==> src/rtl/imem_boot_loader.sv <==
// Boot loader that streams a little-endian program image into the instruction memory.
// The core is held in reset until the image is loaded, then it gets the fetch address bus.
module imem_boot_loader #(
  parameter int DEPTH_WORDS = 4096,
  parameter int ADDR_W      = 12
) (
  input  logic              clk_i,
  input  logic              rst_i,
  input  logic              start_i,
  input  logic              byte_valid_i,
  input  logic [7:0]        byte_data_i,
  output logic              byte_ready_o,
  input  logic [31:0]       pc_i,
  output logic [ADDR_W-1:0] mem_addr_o,
  output logic              mem_we_o,
  output logic [31:0]       mem_wdata_o,
  output logic              cpu_rst_o,
  output logic              busy_o,
  output logic              done_o,
  output logic              err_o,
  output logic [ADDR_W:0]   word_cnt_o
);

  typedef enum logic [2:0] {
    S_HDR,
    S_DATA,
    S_WRITE,
    S_DONE,
    S_ERR
  } state_e;

  localparam logic [ADDR_W:0] DEPTH_L = (ADDR_W+1)'(DEPTH_WORDS);

  state_e          state_q, state_d;
  logic [1:0]      idx_q, idx_d;
  logic [31:0]     n_q, n_d;
  logic [31:0]     asm_q, asm_d;
  logic [ADDR_W:0] cnt_q, cnt_d;

  logic            accept;
  logic [31:0]     n_shift;
  logic [ADDR_W:0] cnt_inc;
  logic            unused_pc;

  assign accept    = byte_valid_i && byte_ready_o;
  // Right-shifting assembly leaves the first accepted byte in bits [7:0].
  assign n_shift   = {byte_data_i, n_q[31:8]};
  assign cnt_inc   = cnt_q + (ADDR_W+1)'(1);
  assign unused_pc = ^{pc_i[31:ADDR_W+2], pc_i[1:0]};

  always_ff @(posedge clk_i or posedge rst_i) begin
    if (rst_i) begin
      state_q <= S_HDR;
      idx_q   <= '0;
      n_q     <= '0;
      asm_q   <= '0;
      cnt_q   <= '0;
    end else begin
      state_q <= state_d;
      idx_q   <= idx_d;
      n_q     <= n_d;
      asm_q   <= asm_d;
      cnt_q   <= cnt_d;
    end
  end

  always_comb begin
    state_d = state_q;
    idx_d   = idx_q;
    n_d     = n_q;
    asm_d   = asm_q;
    cnt_d   = cnt_q;
    case (state_q)
      S_HDR: begin
        if (accept) begin
          n_d   = n_shift;
          idx_d = idx_q + 2'd1;
          if (idx_q == 2'd3) begin
            if (|n_shift[31:ADDR_W+1])           state_d = S_ERR;
            else if (n_shift[ADDR_W:0] == '0)    state_d = S_DONE;
            else if (n_shift[ADDR_W:0] > DEPTH_L) state_d = S_ERR;
            else                                 state_d = S_DATA;
          end
        end
      end
      S_DATA: begin
        if (accept) begin
          asm_d = {byte_data_i, asm_q[31:8]};
          idx_d = idx_q + 2'd1;
          if (idx_q == 2'd3) state_d = S_WRITE;
        end
      end
      S_WRITE: begin
        cnt_d   = cnt_inc;
        state_d = (cnt_inc == n_q[ADDR_W:0]) ? S_DONE : S_DATA;
      end
      S_DONE, S_ERR: begin
        if (start_i) begin
          state_d = S_HDR;
          cnt_d   = '0;
          n_d     = '0;
          idx_d   = '0;
        end
      end
      default: state_d = S_HDR;
    endcase
  end

  assign byte_ready_o = (state_q == S_HDR) || (state_q == S_DATA);
  assign busy_o       = (state_q == S_HDR) || (state_q == S_DATA) || (state_q == S_WRITE);
  assign done_o       = (state_q == S_DONE);
  assign err_o        = (state_q == S_ERR);
  assign cpu_rst_o    = (state_q != S_DONE);
  assign mem_we_o     = (state_q == S_WRITE);
  assign mem_wdata_o  = asm_q;
  assign mem_addr_o   = (state_q == S_DONE) ? pc_i[ADDR_W+1:2] : cnt_q[ADDR_W-1:0];
  assign word_cnt_o   = cnt_q;

endmodule

==> config.mk <==
export PLATFORM = sky130hd
export DESIGN_NAME = imem_boot_loader
export DESIGN_NICKNAME = d
export VERILOG_FILES = /design/src/rtl/imem_boot_loader.sv
export SDC_FILE = /design/constraint.sdc
export NUM_CORES = 1
export LEC_CHECK = 0
export BUFFER_PORTS_ARGS = -buffer_cell sky130_fd_sc_hd__clkbuf_2
export CORE_ASPECT_RATIO = 1.4
export CORE_UTILIZATION = 53
export CTS_CLUSTER_DIAMETER = 30
export DETAILED_ROUTE_END_ITERATION = 12
export GPL_ROUTABILITY_DRIVEN = 0
export PLACE_DENSITY = 0.8
export SYNTH_ARGS = -nofsm -noshare
export SYNTH_HDL_FRONTEND = slang
export SYNTH_SLANG_ARGS = --single-unit
==> constraint.sdc <==
create_clock -name clk_i -period 2.8 [get_ports clk_i]
set_input_delay 0.42 -clock clk_i [delete_from_list [all_inputs] [get_ports clk_i]]
set_output_delay 0.42 -clock clk_i [all_outputs]
set_load 0.03 [all_outputs]
==> flow_metrics.tcl, run 1 <==
set metrics [dict create \
    totalNegativeSetupSlack_ns 0 \
    cp_slowest_stage_delay_ns 0.57 \
    cts_buffers 9 \
    worst_ir_drop_vdd_mv 0.5978 \
    synth.area.mux_share_pct 8.780 \
    critPathKind "register to primary output" \
    postSynthCellCount 432 \
    drv_slew 0 \
    finalSetupViolations 0 \
    antenna_found_initial 0 \
    r2r_slack_ns 0.54 \
    arrival_ns 2.00 \
    hp-class "input pin to async pin" \
    core_area_um2 7407 \
    wl_per_cell_um 14.83 \
    syn-cell-area_um2 4104 \
    seq_power_share_pct 46.1 \
    grt_max_degree 83 \
    p_leak_nw 2.415 \
    yosys_warnings 0 \
    rows 37 \
    overflow 0 \
    fmax_mhz 413.6 \
    relSlewSlack_pct 57.93 \
    grt_first_pass_wirelength_um 15280 \
    status "completed" \
    post_cts_buffers 0 \
    ys_seq_area_share_pct 50.00 \
    cts_sinks 82 \
    maxCapViolCount 0 \
    die_x_um 76.37 \
    crit_fanout 14 \
    initial_core_util_pct 55.41 \
    die-height_um 106.1 \
    worst_pin_slew_ns 0.6288 \
    crit_top_cell "nand2_1" \
    power_frac_comb_pct 32.2 \
    ys_types 48 \
    ys_seq_elements 82 \
    cp_slowest_cell "dfrtp_1" \
    fin_crit_sh_pct 86.34 \
    clk_pin_slew_ns 0.09 \
    syn-num-nets 478 \
    num_antenna_cells 0 \
    grt_util_all_layers_pct 24.18 \
    hold_violations 0 \
    clkPwrFrac_pct 21.8 \
    internal_power_w 0.002311 \
    async_flop_share_pct 100.0 \
    cts_root_buf "clkbuf_8" \
    layout-drive-gt1-share_pct 29.77 \
    ant_nets 0 \
    worstSetupStartpointType "register" \
    synth_edf_count 0 \
    vias 3479 \
    period_minus_slack_ns 2.418 \
    p_switching_w 0.001536 \
    drtPass1Iterations 5 \
    synthAdderAreaFrac_pct 0.6098 \
    synth_top_family_by_area "simple AND/OR/NAND/NOR gates" \
    cts_tree "done" \
    io_pins 107 \
    via_per_inst 5.694 \
    syn_avg_cell_area_um2 9.500 \
    synth-simple-area-share_pct 19.91 \
    rsz0062_at_grt "no" \
    syn_to_final_growth_pct 16.43 \
    cts_resized 0 \
    final.setup.worst_slack_ns 0.3825 \
    synthXorXnorAreaFrac_pct 2.988 \
    clockBufferDepth 2 \
    grt_pass1_vias 3303 \
    path_cells "nand3b_1, inv_1, nand2_1, nand2_1, clkbuf_2" \
    finalClockSkew_ns 0.006653 \
    swShare_pct 39.92 \
    cts_hold_repair.buffers 0 \
    portBuffers 86 \
    die-area_um2 8104 \
    nets 555 \
    critPathCaptureType "primary output" \
    powerDensity_nw_per_um2 805.1 \
    synth_compound_area_share_pct 13.05 \
    wl_um 9064 \
    drc 0 \
    crit_required_ns 2.38 \
    pre_cts_slack_ns 0.6300 \
    drt_first_iter_violations 291 \
    insertion_delay_ns 0.37 \
    final.fill_count 608 \
    dp_hpwl_um 6501 \
    htreeDepth 3 \
    ys.flop_type "dfrtp_1" \
]
[routing by layer]
metal | vias to the layer above | global-route usage, % | part of all wire (%)
met5 | - | 0 | 0
met4 | 0 | 15.80 | 4.2
met3 | 31 | 4.721 | 4.7
met2 | 135 | 42.47 | 53
met1 | 1660 | 26.46 | 38
li1 | 1653 | - | -
[cell families (layout without fill, tap and decap cells)]
group                      after synthesis  after routing
xor gates and xnor gates                14             14
DFF                                     82             82
muxes                                   32             32
AOI/OAI and AO/OA                       88             88
buffers and inverters                   33            115
and+or+nand+nor                        181            181
adders and majority gates                2              2
[synthesized netlist by cell type (6+ instances only)]
library cell | number | area share [%]
nand2_1 | 116 | 11
dfrtp_1 | 82 | 50
o21ai_0 | 50 | 6.1
mux2_2 | 32 | 8.8
nor2_1 | 14 | 1.3
buf_2 | 12 | 1.5
nand3_1 | 9 | 1.1
xor2_1 | 8 | 1.7
nor4_1 | 7 | 1.1
o21ai_1 | 7 | 0.85
a21oi_1 | 6 | 0.73
buf_4 | 6 | 1.1
clkbuf_1 | 6 | 0.55
xnor2_1 | 6 | 1.3
[cell usage in the layout, fill, tap and decap left out, types with 4 or more instances in the layout]
master and count:
nand2_1 116, clkbuf_2 86, dfrtp_1 82, o21ai_0 50, mux2_2 32, nor2_1 13, nand3_1 9, clkbuf_8 9
xor2_1 8, nor4_1 7, o21ai_1 7, a21oi_1 6, xnor2_1 6, buf_4 6, nor3_1 5, nand4_1 5
and3_1 5, a31oi_1 4, inv_1 4, o31ai_1 4
[cell type report]
cell class,instances,area [µm²],area share [%]
repair buffers,94,515.5,10.79
inverters,5,18.77,0.3928
clock buffers,9,123.9,2.592
clock inverters,7,72.57,1.519
flip-flops and latches,82,2052,42.94
multi-input cells,317,1874,39.23
well taps,97,121.4,2.540
[sequential cells by signal, summed over array words and instances (netlist names)]
register,flops
n_q,32
mem_wdata_o,32
word_cnt_o,13
idx_q,2
state_q,3
[worst paths after layout]
check,cells after the start,to,start
worst max register to register,6,state_q[1],word_cnt_o[0]
worst min-delay path,3,idx_q[0],rst_i
min in group clk_i,3,n_q[24],byte_data_i[0]
worst max-delay path,5,mem_addr_o[3],state_q[1]
max in group asynchronous,3,n_q[17],rst_i
worst min register to register,1,idx_q[0],idx_q[0]
[critical path, delay by kind of cell, from the launching register on]
kind | cells | cell delay (ns)
simple gates | 3 | 0.43
buf+inv | 2 | 0.61
flops | 1 | 0.57
[power groups by stage]
| stage | sequential (W) | clock [W] | combinational [W] |
|---|---|---|---|
| after floorplan | 0.00183 | 0 | 0.000829 |
| after global placement | 0.00178 | 0 | 0.00119 |
| after detailed placement | 0.00179 | 0 | 0.00124 |
| after CTS | 0.00177 | 0.000858 | 0.00125 |
| after global routing | 0.00181 | 0.000893 | 0.00138 |
| final | 0.00177 | 0.000837 | 0.00124 |
[through the flow]
step | instance area (µm²) | util, % | power (W) | cells | hold WS [ns]
global route | 4778 | 64.51 | 0.004085 | 611 | 0.1487
global placement | 4582 | 61.86 | 0.002969 | 595 | 0.4826
CTS | 4778 | 64.51 | 0.003877 | 611 | 0.1258
floorplan | 4104 | - | 0.002659 | 432 | 0.4647
finish | 4778 | 64.51 | 0.003847 | 611 | 0.09943
detailed placement | 4582 | 61.86 | 0.003037 | 595 | 0.4957
Power figures use the tool's default switching activity.
==> run 2, diff against run 1 <==
ABC_AREA = 1   (was not set)
CTS_CLUSTER_SIZE = 14   (was not set)
==> run 2 against run 1 <==
Net effect:
- power grew 55%
- clock power fell by 5.1%
- core utilization shrank 0.95 points
- maximum frequency is 11% higher
- die area shrank 3.1%
- global-route usage up 0.20 points
- combinational power rose by 150%
- clock skew grew 0.0057 ns
- count of clock-buffer cells in the layout is the same
- critical endpoint is now n_q[25]
- largest cell class unchanged
- largest power group is now combinational logic
==> flow_metrics.tcl, run 2 <==
set metrics [dict create \
    status "completed" \
    via_per_inst 5.280 \
    cp_slowest_stage_delay_ns 0.53 \
    num_antenna_cells 0 \
    arrival_ns 2.46 \
    cts_sinks 82 \
    clockBufferDepth 2 \
    yosys_warnings 0 \
    critPathKind "register to register" \
    initial_core_util_pct 54.34 \
    power_frac_comb_pct 51.5 \
    hp-class "input pin to async pin" \
    total_power_w 0.005953 \
    clkPwrFrac_pct 13.3 \
    wl_per_cell_um 13.14 \
    rr_worst_depth 7 \
    drc 0 \
    cts_root_buf "clkbuf_8" \
    cts_hold_repair.buffers 0 \
    mostFrequentLayoutCells "nand2_1 (102), clkbuf_2 (86), dfrtp_1 (82)" \
    post_cts_buffers 0 \
    vias 3474 \
    swShare_pct 51.05 \
    grt_max_degree 83 \
    cts_resized 0 \
    cp_slowest_cell "nand2_4" \
    dp_hpwl_um 6235 \
    netlist.area_leader.share_pct 51.62 \
    hold_violations 0 \
    relSlewSlack_pct 52.87 \
    htreeDepth 3 \
    seq_power_share_pct 35.1 \
    worst_pin_slew_ns 0.7044 \
    postSynthCellCount 475 \
    ys_seq_area_share_pct 51.62 \
    rsz0062_at_grt "no" \
    internal_power_w 0.002914 \
    final.fill_count 625 \
    totalNegativeSetupSlack_ns 0 \
    maxCapViolCount 0 \
    syn-cell-area_um2 3975 \
    io_pins 107 \
    worst_ir_drop_vdd_mv 0.8356 \
    ys.flop_type "dfrtp_1" \
    ys_types 31 \
    drtPass1Iterations 6 \
    drt_first_iter_violations 197 \
    drv_slew 0 \
    fmax_mhz 458.8 \
    antenna_found_initial 0 \
    p_switching_w 0.003039 \
    critPathCaptureType "register" \
    insertion_delay_ns 0.36 \
    path_cells "nor2_2, inv_2, nor2_1, nand2_1, nand2_4, nand3_1, o21ai_1" \
    fin_util_pct 63.56 \
    period_minus_slack_ns 2.180 \
    worstSetupStartpointType "register" \
    grt_util_all_layers_pct 24.39 \
    r2r_slack_ns 0.62 \
    cts_buffers 9 \
    core_area_um2 7315 \
    path_buf_inv 1 \
    r2r-start "state_q[1]" \
    p_leak_nw 2.395 \
    async_flop_share_pct 100.0 \
    cp_num_cells 7 \
    clk_pin_slew_ns 0.09 \
    crit_required_ns 3.08 \
    grt_pass1_vias 3252 \
    syn-num-nets 521 \
    layout.area.seq_um2 2052 \
    overflow 0 \
    cts_tree "done" \
    ant_nets 0 \
    rr_endpoint "n_q[25]" \
    layout-drive-gt1-share_pct 22.46 \
    grt_first_pass_wirelength_um 14330 \
    nets 602 \
    crit_fanout 53 \
    syn_to_final_growth_pct 16.97 \
    rows 37 \
    finalClockSkew_ns 0.01238 \
    synth_edf_count 0 \
    ys_seq_elements 82 \
    die_x_um 75.20 \
    multi_input_area_um2 1602 \
    synth_commonest_cells "nand2_1 (102), dfrtp_1 (82), nand3_1 (68)" \
    yosys.area.top_type "dfrtp_1" \
    die-area_um2 7856 \
    fin_crit_sh_pct 77.85 \
    portBuffers 86 \
    cp_top_family "simple AND/OR/NAND/NOR gates" \
    die-height_um 104.5 \
    powerDensity_nw_per_um2 1280 \
    finalSetupViolations 0 \
    mostFrequentLayoutCell "nand2_1" \
    synth_area_leaders "dfrtp_1 (52%), nand2_1 (9.6%), nand3_1 (8.6%)" \
    wl_um 8646 \
    syn_avg_cell_area_um2 8.369 \
    synth.most_common_cell "nand2_1" \
]
[run 2: cell types whose count changed in the layout (fill, tap and decap cells not counted), sizes merged, moves of 6 or more]
cell   previous run  this run
nand2           116       106
mux2             32        12
nor2             16        33
nand3             9        68
xor2              8         0
inv               8        63
o22ai             1        12
nor4              7         1
and3              6         0
[run 2: cell type report]
type,count,area share [%]
inverter,60,4.871
multi-input combinational,314,34.45
clock inverter,7,1.265
timing repair buffer,89,10.01
sequential,82,44.13
clock buffer,9,2.664
tap,97,2.610
[run 2: kinds of logic (layout without fill, tap and decap cells)]
| logic type | count (synthesis) | count (layout) | synth area share [%] |
|---|---|---|---|
| simple gates | 223 | 223 | 25.69 |
| mux | 12 | 12 | 3.399 |
| buf+inv | 79 | 165 | 8.089 |
| xor+xnor | 1 | 1 | 0.2204 |
| flops | 82 | 82 | 51.62 |
| compound gates | 76 | 76 | 10.36 |
| fa+ha+maj | 2 | 2 | 0.6294 |
[run 2: metrics by stage]
| stage | std cells | setup slack [ns] | cell area, µm² | hold WS, ns |
|---|---|---|---|---|
| 6_report | 658 | 0.6202 | 4649 | 0.1029 |
| 5_1_grt | 658 | 0.2943 | 4649 | 0.1532 |
| 4_1_cts | 658 | 0.6235 | 4649 | 0.1203 |
| 3_5_place_dp | 642 | 0.6806 | 4467 | 0.4811 |
| 3_3_place_gp | 642 | 0.7371 | 4467 | 0.4733 |
| 2_1_floorplan | 475 | 0.2716 | 3975 | 0.4647 |
[run 2: power by group through the flow]
stage               combinational, W  sequential (W)  clock, W
finish                       0.00307         0.00209  0.000794
global route                 0.00340         0.00215  0.000869
CTS                          0.00308         0.00209  0.000818
detailed placement           0.00307         0.00211         0
global placement             0.00300         0.00208         0
floorplan                    0.00179         0.00261         0
[run 2: layer usage]
metal | up-vias | GRT usage (%) | share of wire (%)
met4 | 0 | 13.49 | 2.2
met1 | 1632 | 28.44 | 42
met3 | 13 | 4.845 | 4.1
met2 | 102 | 40.80 | 52
li1 | 1727 | - | -
met5 | - | 0 | 0
[run 2: how the worst max path moves through the flow]
stage / startpoint / end / slack (ns)
6_report: state_q[1] / n_q[25] / 0.62
5_1_grt: state_q[1] / n_q[25] / 0.29
4_1_cts: state_q[1] / n_q[25] / 0.62
3_5_place_dp: state_q[1] / n_q[11] / 0.68
3_3_place_gp: state_q[1] / n_q[0] / 0.74
2_1_floorplan: rst_i / idx_q[0] / 0.27
[run 2: tightest hold or removal path, delay by kind of cell]
family | cells | cell delay, ns
buffers and inverters | 3 | 0.47
==> run 3, diff against run 2 <==
clock period = 2.25 ns   (was 2.8 ns; I/O delays follow)
==> run 3 against run 2 <==
Net effect:
- core utilization rose by 0.58 points
- hold slack got worse by 0.030 ns
- global-route usage fell by 0.49 points
- setup slack got worse by 0.42 ns
- clock skew rose by 0.00053 ns
- sequential share of layout area fell by 0.40 points
- first-iteration DRC count rose by 23%
- non-clock buffer count rose by 2
- sequential cell count did not move
- wire length fell by 0.58%
- register-to-register slack got worse by 0.35 ns
- critical endpoint is now mem_addr_o[7]
- largest cell class unchanged
==> flow_metrics.tcl, run 3 (synthesis results as in run 2) <==
set metrics [dict create \
    cts_resized 0 \
    core_area_um2 7315 \
    rr_worst_depth 5 \
    hp-class "input pin to async pin" \
    r2r-start "state_q[0]" \
    finalSetupViolations 0 \
    swShare_pct 50.12 \
    p_switching_w 0.003774 \
    critPathCaptureType "primary output" \
    cts_tree "done" \
    grt_first_pass_wirelength_um 14280 \
    overflow 0 \
    finalClockSkew_ns 0.01292 \
    clk_pin_slew_ns 0.09 \
    status "completed" \
    final.setup.worst_slack_ns 0.2038 \
    critPathLaunch "state_q[2]" \
    rsz0062_at_grt "no" \
    worst_ir_drop_vdd_mv 0.9159 \
    io_pins 107 \
    clkPwrFrac_pct 14.6 \
    cp_slowest_cell "dfrtp_1" \
    p_leak_nw 2.410 \
    die-height_um 104.5 \
    fin_crit_sh_pct 90.94 \
    initial_core_util_pct 54.34 \
    maxCapViolCount 0 \
    portBuffers 86 \
    die_x_um 75.20 \
    power_frac_comb_pct 51.0 \
    grt_util_all_layers_pct 23.90 \
    vias 3492 \
    critPathKind "register to primary output" \
    relSlewSlack_pct 67.13 \
    clockBufferDepth 2 \
    worst_pin_slew_ns 0.4926 \
    internal_power_w 0.003756 \
    nets 604 \
    powerDensity_nw_per_um2 1605 \
    insertion_delay_ns 0.35 \
    drt_first_iter_violations 242 \
    htreeDepth 3 \
    drv_slew 0 \
    post_cts_buffers 0 \
    antenna_found_initial 0 \
    rr_endpoint "word_cnt_o[8]" \
    wl_per_cell_um 13.02 \
    num_antenna_cells 0 \
    grt_pass1_vias 3283 \
    layout-drive-gt1-share_pct 22.74 \
    rows 37 \
    hold_violations 0 \
    totalNegativeSetupSlack_ns 0 \
    cts_hold_repair.buffers 0 \
    grt_max_degree 83 \
    cts_root_buf "clkbuf_8" \
    syn_to_final_growth_pct 18.04 \
    wl_um 8596 \
    crit_fanout 28 \
    drc 0 \
    cts_sinks 82 \
    cts_buffers 9 \
    period_minus_slack_ns 2.046 \
    seq_power_share_pct 34.4 \
    r2r_slack_ns 0.27 \
    dp_hpwl_um 6232 \
    path_cells "inv_2, nand2_2, nor2_8, nand2_1, o21ai_0, clkbuf_2" \
    mostFrequentLayoutCell "nand2_1" \
    via_per_inst 5.291 \
    arrival_ns 1.71 \
    crit_required_ns 1.91 \
    die-area_um2 7856 \
    mostFrequentLayoutCells "nand2_1 (102), clkbuf_2 (86), dfrtp_1 (82)" \
    cp_slowest_stage_delay_ns 0.41 \
    drtPass1Iterations 4 \
    crit_end "mem_addr_o[7]" \
    worstSetupStartpointType "register" \
    pre_cts_slack_ns 0.3127 \
    fmax_mhz 488.7 \
    ant_nets 0 \
]
## run 3: changes by cell type in the layout (fill, tap and decap cells not counted)
cell and delta:
buf_4 +2, clkinv_2 -2, bufinv_16 +1, clkinv_4 +1, clkinvlp_4 +1, inv_6 -1
## run 3: how the worst min path moves through the flow
stage,start,to
2_1_floorplan,idx_q[0],idx_q[0]
5_1_grt,rst_i,mem_wdata_o[14]
6_report,rst_i,word_cnt_o[1]
3_3_place_gp,mem_wdata_o[5],mem_wdata_o[5]
3_5_place_dp,n_q[24],n_q[16]
4_1_cts,rst_i,word_cnt_o[1]
## run 3: routing by layer
| metal | global-route usage, % | part of all wire [%] |
|---|---|---|
| met1 | 29.49 | 40 |
| met2 | 40.93 | 53 |
| met3 | 2.519 | 4.2 |
| met4 | 11.11 | 2.2 |
| met5 | 0 | 0 |
## run 3: power groups by stage
stage | registers [W] | logic (W) | clock network [W]
global route | 0.00268 | 0.00427 | 0.00118
CTS | 0.00259 | 0.00386 | 0.00112
finish | 0.00259 | 0.00384 | 0.00110
global placement | 0.00259 | 0.00375 | 0
detailed placement | 0.00262 | 0.00384 | 0
floorplan | 0.00324 | 0.00223 | 0
## run 3: per-stage QoR
step	utilization, %	hold WS (ns)	area, µm²	std cells	power, W
3_5_place_dp	61.31	0.4822	4484	644	0.006465
5_1_grt	64.15	0.1267	4692	660	0.008124
2_1_floorplan	-	0.4647	3979	475	0.005471
3_3_place_gp	61.31	0.4738	4484	644	0.006334
4_1_cts	64.15	0.09534	4692	660	0.007575
6_report	64.15	0.07286	4692	660	0.007530
## run 3: final cells by class
| class | instances | area [µm²] |
|---|---|---|
| Inverter | 60 | 229.0 |
| Multi-Input combinational cell | 314 | 1602 |
| Sequential cell | 82 | 2052 |
| Clock buffer | 9 | 123.9 |
| Fill cell | 612 | 2623 |
| Timing Repair Buffer | 91 | 480.5 |
| Tap cell | 97 | 121.4 |
| Clock inverter | 7 | 83.83 |
## run 3: critical path: cells and delay by family, from the launching register on
| family | cells | cell delay, ns |
|---|---|---|
| AND/OR/NAND/NOR | 3 | 0.51 |
| AO/OA/AOI/OAI | 1 | 0.08 |
| flip-flops | 1 | 0.41 |
| buffers and inverters | 2 | 0.32 |
